### src/rtl/pixel_array_readout_pkg.sv
`default_nettype none
// ============================================================================
// Module      : pixel_readout_pkg
// Description : Shared types and constants for the pixel array readout
//               sequencer: FSM state encoding, pixel sample width and an
//               index-width helper used to size row/column counters.
// Revision    : 1.0 - initial release
// ============================================================================
package pixel_readout_pkg;

    localparam int PIXEL_BITS = 8;

    typedef enum logic [2:0] {
        IDLE    = 3'd0,
        SELECT  = 3'd1,
        CAPTURE = 3'd2,
        STREAM  = 3'd3,
        DONE    = 3'd4
    } readout_state_t;

    // Width of an index able to address n items, never less than one bit.
    function automatic int idx_width(input int n);
        return (n > 2) ? $clog2(n) : 1;
    endfunction

endpackage
`default_nettype wire

### src/rtl/pixel_array_readout_if.sv
`default_nettype none
// ============================================================================
// Module      : pixel_array_readout_if
// Description : Pixel sample stream (valid/ready) between the readout
//               sequencer (master) and the downstream image interface (slave).
//   PIXEL_DATA  : 8-bit sample
//   PIXEL_ROW   : row index of the sample
//   PIXEL_COL   : column index of the sample
//   PIXEL_LAST  : final sample of the frame
//   PIXEL_VALID : sample valid
//   PIXEL_READY : downstream accepts (slave -> master)
// Revision    : 1.0 - initial release
// ============================================================================
interface pixel_array_readout_if #(
    parameter int PIXEL_ARRAY_HEIGHT = 2,
    parameter int PIXEL_ARRAY_WIDTH  = 2
);
    import pixel_readout_pkg::*;

    localparam int ROW_W = idx_width(PIXEL_ARRAY_HEIGHT);
    localparam int COL_W = idx_width(PIXEL_ARRAY_WIDTH);

    logic [PIXEL_BITS-1:0] PIXEL_DATA;
    logic [ROW_W-1:0]      PIXEL_ROW;
    logic [COL_W-1:0]      PIXEL_COL;
    logic                  PIXEL_LAST;
    logic                  PIXEL_VALID;
    logic                  PIXEL_READY;

    modport master (
        output PIXEL_DATA, PIXEL_ROW, PIXEL_COL, PIXEL_LAST, PIXEL_VALID,
        input  PIXEL_READY
    );

    modport slave (
        input  PIXEL_DATA, PIXEL_ROW, PIXEL_COL, PIXEL_LAST, PIXEL_VALID,
        output PIXEL_READY
    );

endinterface
`default_nettype wire

### src/rtl/pixel_array_readout_row_buffer.sv
`default_nettype none
// ============================================================================
// Module      : readout_row_buffer
// Description : One row of pixels, loaded in parallel from the array data
//               bus and read back one column at a time.
//   clk     : clock
//   rst_n   : asynchronous active-low reset, clears the buffer
//   i_load  : capture i_data at the rising edge
//   i_data  : packed row, element c is column c
//   i_col   : column to present on o_pixel
//   o_pixel : buffered pixel of column i_col
// Revision    : 1.0 - initial release
// ============================================================================
module readout_row_buffer
    import pixel_readout_pkg::*;
#(
    parameter  int PIXEL_ARRAY_WIDTH = 2,
    localparam int COL_W             = idx_width(PIXEL_ARRAY_WIDTH)
) (
    input  wire logic                                         clk,
    input  wire logic                                         rst_n,
    input  wire logic                                         i_load,
    input  wire logic [PIXEL_ARRAY_WIDTH-1:0][PIXEL_BITS-1:0] i_data,
    input  wire logic [COL_W-1:0]                             i_col,
    output logic      [PIXEL_BITS-1:0]                        o_pixel
);

    logic [PIXEL_ARRAY_WIDTH-1:0][PIXEL_BITS-1:0] row_q;
    logic [PIXEL_ARRAY_WIDTH-1:0][PIXEL_BITS-1:0] row_d;

    always_comb begin
        row_d = row_q;
        if (i_load) begin
            row_d = i_data;
        end
    end

    always_ff @(posedge clk or negedge rst_n) begin
        if (!rst_n) begin
            row_q <= '0;
        end else begin
            row_q <= row_d;
        end
    end

    // Mux of flops only: the selected pixel depends solely on registers.
    assign o_pixel = row_q[i_col];

endmodule
`default_nettype wire

### src/rtl/pixel_array_readout.sv
`default_nettype none
// ============================================================================
// Module      : pixel_array_readout
// Description : Frame readout sequencer. Selects one array row at a time via
//               READ, waits READ_SETTLE cycles, captures DATA_IN into a row
//               buffer, then streams the row as single samples over a
//               valid/ready interface. Pulses FRAME_DONE after the last pixel.
//   CLK        : clock, rising edge
//   RESET_N    : asynchronous active-low reset
//   START      : one-cycle frame request, honoured only when idle
//   ABORT      : synchronous cancel of the current frame
//   READ       : one-hot row select to the array
//   DATA_IN    : array row data, element c is column c
//   BUSY       : high whenever not idle
//   FRAME_DONE : one-cycle pulse after the final pixel is accepted
//   pix        : pixel stream (master side)
// Revision    : 1.0 - initial release
// ============================================================================
module pixel_array_readout
    import pixel_readout_pkg::*;
#(
    parameter int PIXEL_ARRAY_HEIGHT = 2,
    parameter int PIXEL_ARRAY_WIDTH  = 2,
    parameter int READ_SETTLE        = 1
) (
    input  wire logic                                         CLK,
    input  wire logic                                         RESET_N,
    input  wire logic                                         START,
    input  wire logic                                         ABORT,
    output logic      [PIXEL_ARRAY_HEIGHT-1:0]                READ,
    input  wire logic [PIXEL_ARRAY_WIDTH-1:0][PIXEL_BITS-1:0] DATA_IN,
    output logic                                              BUSY,
    output logic                                              FRAME_DONE,
    pixel_array_readout_if.master                             pix
);

    localparam int ROW_W = idx_width(PIXEL_ARRAY_HEIGHT);
    localparam int COL_W = idx_width(PIXEL_ARRAY_WIDTH);
    localparam int SET_W = idx_width(READ_SETTLE);

    localparam logic [ROW_W-1:0] ROW_LAST    = ROW_W'(PIXEL_ARRAY_HEIGHT - 1);
    localparam logic [COL_W-1:0] COL_LAST    = COL_W'(PIXEL_ARRAY_WIDTH - 1);
    localparam logic [SET_W-1:0] SETTLE_LAST = SET_W'(READ_SETTLE - 1);

    readout_state_t                state_q, state_d;
    logic [ROW_W-1:0]              row_q, row_d;
    logic [COL_W-1:0]              col_q, col_d;
    logic [SET_W-1:0]              settle_q, settle_d;
    logic [PIXEL_ARRAY_HEIGHT-1:0] read_q, read_d;
    logic                          valid_q, valid_d;
    logic                          last_q, last_d;
    logic                          busy_q, busy_d;
    logic                          done_q, done_d;
    logic                          load;
    logic [PIXEL_BITS-1:0]         pixel;

    // ------------------------------------------------------------------
    // Next-state and counter logic
    // ------------------------------------------------------------------
    always_comb begin
        state_d  = state_q;
        row_d    = row_q;
        col_d    = col_q;
        settle_d = settle_q;
        load     = 1'b0;

        if (state_q == IDLE) begin
            // ABORT wins over a coincident START.
            if (START && !ABORT) begin
                state_d  = SELECT;
                row_d    = '0;
                col_d    = '0;
                settle_d = '0;
            end
        end else if (ABORT) begin
            state_d = IDLE;
        end else begin
            case (state_q)
                SELECT: begin
                    if (settle_q == SETTLE_LAST) begin
                        state_d = CAPTURE;
                    end else begin
                        settle_d = settle_q + 1'b1;
                    end
                end
                CAPTURE: begin
                    load    = 1'b1;
                    col_d   = '0;
                    state_d = STREAM;
                end
                STREAM: begin
                    if (valid_q && pix.PIXEL_READY) begin
                        if (col_q != COL_LAST) begin
                            col_d = col_q + 1'b1;
                        end else if (row_q != ROW_LAST) begin
                            row_d    = row_q + 1'b1;
                            settle_d = '0;
                            state_d  = SELECT;
                        end else begin
                            state_d = DONE;
                        end
                    end
                end
                DONE:    state_d = IDLE;
                default: state_d = IDLE;
            endcase
        end
    end

    // ------------------------------------------------------------------
    // Outputs are decoded from the next state so that every output comes
    // straight from a flop in the cycle that state is active.
    // ------------------------------------------------------------------
    always_comb begin
        read_d = '0;
        if (state_d == SELECT || state_d == CAPTURE) begin
            read_d[row_d] = 1'b1;
        end
        valid_d = (state_d == STREAM);
        last_d  = valid_d && (row_d == ROW_LAST) && (col_d == COL_LAST);
        busy_d  = (state_d != IDLE);
        done_d  = (state_d == DONE);
    end

    always_ff @(posedge CLK or negedge RESET_N) begin
        if (!RESET_N) begin
            state_q  <= IDLE;
            row_q    <= '0;
            col_q    <= '0;
            settle_q <= '0;
            read_q   <= '0;
            valid_q  <= 1'b0;
            last_q   <= 1'b0;
            busy_q   <= 1'b0;
            done_q   <= 1'b0;
        end else begin
            state_q  <= state_d;
            row_q    <= row_d;
            col_q    <= col_d;
            settle_q <= settle_d;
            read_q   <= read_d;
            valid_q  <= valid_d;
            last_q   <= last_d;
            busy_q   <= busy_d;
            done_q   <= done_d;
        end
    end

    readout_row_buffer #(
        .PIXEL_ARRAY_WIDTH (PIXEL_ARRAY_WIDTH)
    ) u_row_buffer (
        .clk     (CLK),
        .rst_n   (RESET_N),
        .i_load  (load),
        .i_data  (DATA_IN),
        .i_col   (col_q),
        .o_pixel (pixel)
    );

    assign READ            = read_q;
    assign BUSY            = busy_q;
    assign FRAME_DONE      = done_q;
    assign pix.PIXEL_DATA  = pixel;
    assign pix.PIXEL_ROW   = row_q;
    assign pix.PIXEL_COL   = col_q;
    assign pix.PIXEL_LAST  = last_q;
    assign pix.PIXEL_VALID = valid_q;

endmodule
`default_nettype wire

### src/flat_wrapper.sv
// flat-port wrapper written by rule: the top's interface ports become plain ports
module pixel_array_readout_flat import pixel_readout_pkg::*;
#(
    parameter int PIXEL_ARRAY_HEIGHT = 2,
    parameter int PIXEL_ARRAY_WIDTH  = 2,
    parameter int READ_SETTLE        = 1
)
  (CLK, RESET_N, START, ABORT, READ, DATA_IN, BUSY, FRAME_DONE, pix_PIXEL_DATA, pix_PIXEL_ROW, pix_PIXEL_COL, pix_PIXEL_LAST, pix_PIXEL_VALID, pix_PIXEL_READY);
  pixel_array_readout_if #(.PIXEL_ARRAY_HEIGHT(PIXEL_ARRAY_HEIGHT), .PIXEL_ARRAY_WIDTH(PIXEL_ARRAY_WIDTH)) pix_i ();
  input  wire logic CLK;
  input  wire logic RESET_N;
  input  wire logic START;
  input  wire logic ABORT;
  output logic      [PIXEL_ARRAY_HEIGHT-1:0] READ;
  input  wire logic [PIXEL_ARRAY_WIDTH-1:0][PIXEL_BITS-1:0] DATA_IN;
  output logic BUSY;
  output logic FRAME_DONE;
  output wire logic [$bits(pix_i.PIXEL_DATA)-1:0] pix_PIXEL_DATA;
  output wire logic [$bits(pix_i.PIXEL_ROW)-1:0] pix_PIXEL_ROW;
  output wire logic [$bits(pix_i.PIXEL_COL)-1:0] pix_PIXEL_COL;
  output wire logic [$bits(pix_i.PIXEL_LAST)-1:0] pix_PIXEL_LAST;
  output wire logic [$bits(pix_i.PIXEL_VALID)-1:0] pix_PIXEL_VALID;
  input wire logic [$bits(pix_i.PIXEL_READY)-1:0] pix_PIXEL_READY;
  assign pix_PIXEL_DATA = pix_i.PIXEL_DATA;
  assign pix_PIXEL_ROW = pix_i.PIXEL_ROW;
  assign pix_PIXEL_COL = pix_i.PIXEL_COL;
  assign pix_PIXEL_LAST = pix_i.PIXEL_LAST;
  assign pix_PIXEL_VALID = pix_i.PIXEL_VALID;
  assign pix_i.PIXEL_READY = pix_PIXEL_READY;
  pixel_array_readout #(.PIXEL_ARRAY_HEIGHT(PIXEL_ARRAY_HEIGHT), .PIXEL_ARRAY_WIDTH(PIXEL_ARRAY_WIDTH), .READ_SETTLE(READ_SETTLE)) u_core (.CLK(CLK), .RESET_N(RESET_N), .START(START), .ABORT(ABORT), .READ(READ), .DATA_IN(DATA_IN), .BUSY(BUSY), .FRAME_DONE(FRAME_DONE), .pix(pix_i));
endmodule
### config.mk
export PLATFORM = sky130hd
export DESIGN_NAME = pixel_array_readout_flat
export DESIGN_NICKNAME = d
export VERILOG_FILES = /design/src/rtl/pixel_array_readout_pkg.sv /design/src/rtl/pixel_array_readout_if.sv /design/src/rtl/pixel_array_readout_row_buffer.sv /design/src/rtl/pixel_array_readout.sv /design/src/flat_wrapper.sv
export SDC_FILE = /design/constraint.sdc
export NUM_CORES = 1
export LEC_CHECK = 0
export ABC_AREA = 1
export ABC_CLOCK_PERIOD_IN_PS = 1900
export BUFFER_PORTS_ARGS = -buffer_cell sky130_fd_sc_hd__buf_4
export CAP_MARGIN = 25
export CORE_MARGIN = 2
export CORE_UTILIZATION = 40
export CTS_CLUSTER_DIAMETER = 50
export CTS_CLUSTER_SIZE = 12
export DETAILED_ROUTE_END_ITERATION = 12
export GPL_TIMING_DRIVEN = 1
export PLACE_DENSITY = 0.67
export SYNTH_ARGS = -nofsm -noshare
export SYNTH_HDL_FRONTEND = slang
export SYNTH_SLANG_ARGS = --single-unit
export TNS_END_PERCENT = 5
### constraint.sdc
create_clock -name CLK -period 1.9 [get_ports CLK]
set_input_delay 0.285 -clock CLK [delete_from_list [all_inputs] [get_ports CLK]]
set_output_delay 0.285 -clock CLK [all_outputs]
set_load 0.01 [all_outputs]
==> flow_metrics.py <==
metrics = {
    "clock_tree": {
        "cts_resized": 0,
        "clkSlewWorstSetupHoldPaths_ps": 140,
        "tritoncts": "done",
        "clock_path_buffers": 2,
        "cts.sinks": 27,
        "cts_hold_buf": 1,
        "cts_made_buffers": 3,
        "clock_latency_ps": 310,
        "cts_setup_buffers": 0,
        "htreeDepth": 1,
        "cts_root_buf": "clkbuf_4",
    },
    "sta": {
        "final-hold-violation-count": 0,
        "setup-violations-final": 0,
        "hold_ws_ps": 191,
        "drv_slew": 0,
        "max_freq_ghz": 0.620,
        "setup_tns_ps": 0,
        "period_share_pct": 84.9,
        "max_slew_margin_pct": 77.8,
        "rsz0062_at_grt": "false",
        "tightestPinTransition_ps": 332,
        "min_period_ps": 1610,
        "fin_skew_ps": 6.54,
    },
    "synth": {
        "synthesis.nets": 144,
        "syn-mean-instance-area_um2": 10.2,
        "ys_warn_count": 0,
        "yosysSeqAreaShare_pct": 53.8,
        "synth.ff_latch_count": 27,
        "synth.distinct_cells": 18,
        "syn_area_um2": 1250,
        "yosys.area.top_type": "dfrtp_1",
        "netlist_instances": 123,
        "synth.top_cell.area_share_pct": 53.8,
        "synthTopCellsByArea": "dfrtp_1 54%, nand2_1 12%, mux2_4 12%",
    },
    "critical_path": {
        "path_buf_inv": 3,
        "crit_required_ps": 1620,
        "critical_path.max_fanout": 10,
        "critical_path_class": "flip-flop to output port",
        "critPathMaxStageDelay_ps": 490,
        "crit_cells": 5,
        "r2r_cells": 6,
        "cp_top_family": "flip-flops",
        "crit_path_start_kind": "flip-flop",
        "endpoint_kind": "output port",
        "crit_arrival_ps": 1330,
        "cp_cell_sequence": "inv_1, buf_4, nand2_1, nand2_1, buf_4",
        "cpMaxStageDelayCell": "dfrtp_1",
    },
    "cells_and_area": {
        "final_area_um2": 1610,
        "fin_cells": 207,
        "area_growth_syn_to_layout_pct": 28.2,
        "antenna_cells": 0,
        "layout-drive-gt1-share_pct": 37.4,
        "nNetsFinal": 185,
        "fill_cells": 283,
    },
    "placement": {
        "place_area_um2": 1570,
        "place_congestion": 0.919,
        "dp_cells": 202,
        "portBuffers": 36,
        "hpwl_um": 1800,
    },
    "global_route": {
        "grt.total_usage_pct": 14.9,
        "grt_pass1_wl_um": 4080,
        "antenna_found_initial": 0,
        "grt_pass1_vias": 994,
        "grt_max_degree": 28,
        "globalRouteOverflowTotal": 0,
    },
    "floorplanning": {
        "die_area_um2": 3600,
        "design.portCount": 37,
        "initial_core_util_pct": 41.4,
        "std_cell_rows": 20,
        "fp.dieW_um": 60.0,
        "core_area_um2": 3030,
        "die_y_um": 60.0,
    },
    "run": {
        "cap_viol_max_count": 0,
    },
    "routing": {
        "wl_met3_um": 124,
        "avgViaCountPerCell": 4.61,
        "wl_met2_um": 1110,
        "drt-total-wl_um": 2390,
        "vias": 954,
        "drt_iter0_drc": 36,
        "wire_per_inst_um": 11.5,
        "post-route-drc-count": 0,
        "met1_length_um": 1120,
        "dr.max_layer_used": "met4",
        "ant_nets": 0,
        "dr.pass1.iters": 4,
    },
    "outcome": {
        "status": "finished clean",
    },
    "worst_hold_path": {
        "min_path_cells": 2,
        "hp-class": "input pin to flip-flop",
    },
    "power": {
        "p_leak_nw": 0.884,
        "powerDensity_nw_per_um2": 1100,
        "vdd_drop_max_uv": 602,
        "power.total_w": 0.00176,
    },
}
[worst register-to-register path, cell delays in order, from the launching register on]
cell and delay (ps):
dfrtp_1 460, nor2_4 160, nand3b_4 280, nand3_1 210, nand2_1 100, nand2_1 100, nor2_1 40
[state kept, by name (all words and copies together), names as in the netlist]
register / flops
u_core.BUSY: 1
u_core.pix.PIXEL_COL: 1
u_core.READ: 2
u_core.pix.PIXEL_LAST: 1
u_core.u_row_buffer.row_q: 16
u_core.state_q: 3
u_core.pix.PIXEL_VALID: 1
u_core.pix.PIXEL_ROW: 1
u_core.FRAME_DONE: 1
[where the power goes]
| part | switching, W | leakage, nW | internal [W] |
|---|---|---|---|
| Clock | 0.000159 | 0.0177 | 0.0000786 |
| Sequential | 0.000108 | 0.338 | 0.000768 |
| Combinational | 0.000247 | 0.528 | 0.000403 |
| Total | 0.000514 | 0.884 | 0.00125 |
[cell families (layout without fill, tap and decap cells)]
logic type	Yosys count	count (layout)	synth area share, %
flip-flops	27	27	53.8
AO/OA/AOI/OAI	8	8	3.69
multiplexers	16	16	17.3
buffers and inverters	13	53	4.89
AND/OR/NAND/NOR	59	59	20.2
[routing by layer]
| layer | global-route usage (%) | vias up |
|---|---|---|
| met5 | 0 | - |
| met4 | 5.08 | 0 |
| met3 | 3.03 | 4 |
| met2 | 24.1 | 27 |
| met1 | 19.8 | 454 |
| li1 | - | 469 |
[final timing paths]
check / from / endpoint / slack [ps]
min in group asynchronous: RESET_N / u_core.FRAME_DONE$_DFF_PN0_ / 400
min: DATA_IN[13] / u_core.u_row_buffer.row_q[13]$_DFFE_PN0P_ / 190
max reg2reg: u_core.state_q[2]$_DFF_PN0_ / u_core.READ[0]$_DFF_PN0_ / 450
max in group asynchronous: RESET_N / u_core.u_row_buffer.row_q[10]$_DFFE_PN0P_ / 1250
min reg2reg: u_core.u_row_buffer.row_q[9]$_DFFE_PN0P_ / u_core.u_row_buffer.row_q[9]$_DFFE_PN0P_ / 530
max: u_core.pix.PIXEL_COL$_DFF_PN0_ / pix_PIXEL_DATA[2] / 290
[final cells by class]
class / instances / area (µm²) / share of cell area, %
clock buffer: 3 / 22.5 / 1.40
clock inverter: 1 / 5.00 / 0.311
inverter: 10 / 37.5 / 2.33
multi-input combinational: 83 / 518 / 32.2
sequential: 27 / 676 / 42.0
tap: 44 / 55.1 / 3.42
timing repair buffer: 39 / 295 / 18.4
[through the flow]
stage                     worst slack, ps  util [%]
after detailed placement              452      51.9
after global routing                  162      53.1
after global placement                495      51.9
final                                 287      53.1
after floorplan                       637         -
after CTS                             273      53.1
[Yosys cell counts (all sizes together)]
library cell  count
o211ai            1
nor2             12
o21ai             4
and2              1
nand3             3
nand3b            1
or2               1
nand2            41
inv              10
a21oi             3
dfrtp            27
buf               3
mux2             16
[layout by cell type, fill, tap and decap left out, drive strengths merged]
cell type    count
buf             38
nor2            12
and2             1
or2              1
nand3b           1
a21oi            3
o211ai           1
dlygate4sd3      1
nand2           41
nand3            3
o21ai            4
inv             10
clkinv           1
clkbuf           3
mux2            16
dfrtp           27
(Power assumes the default switching activity.)
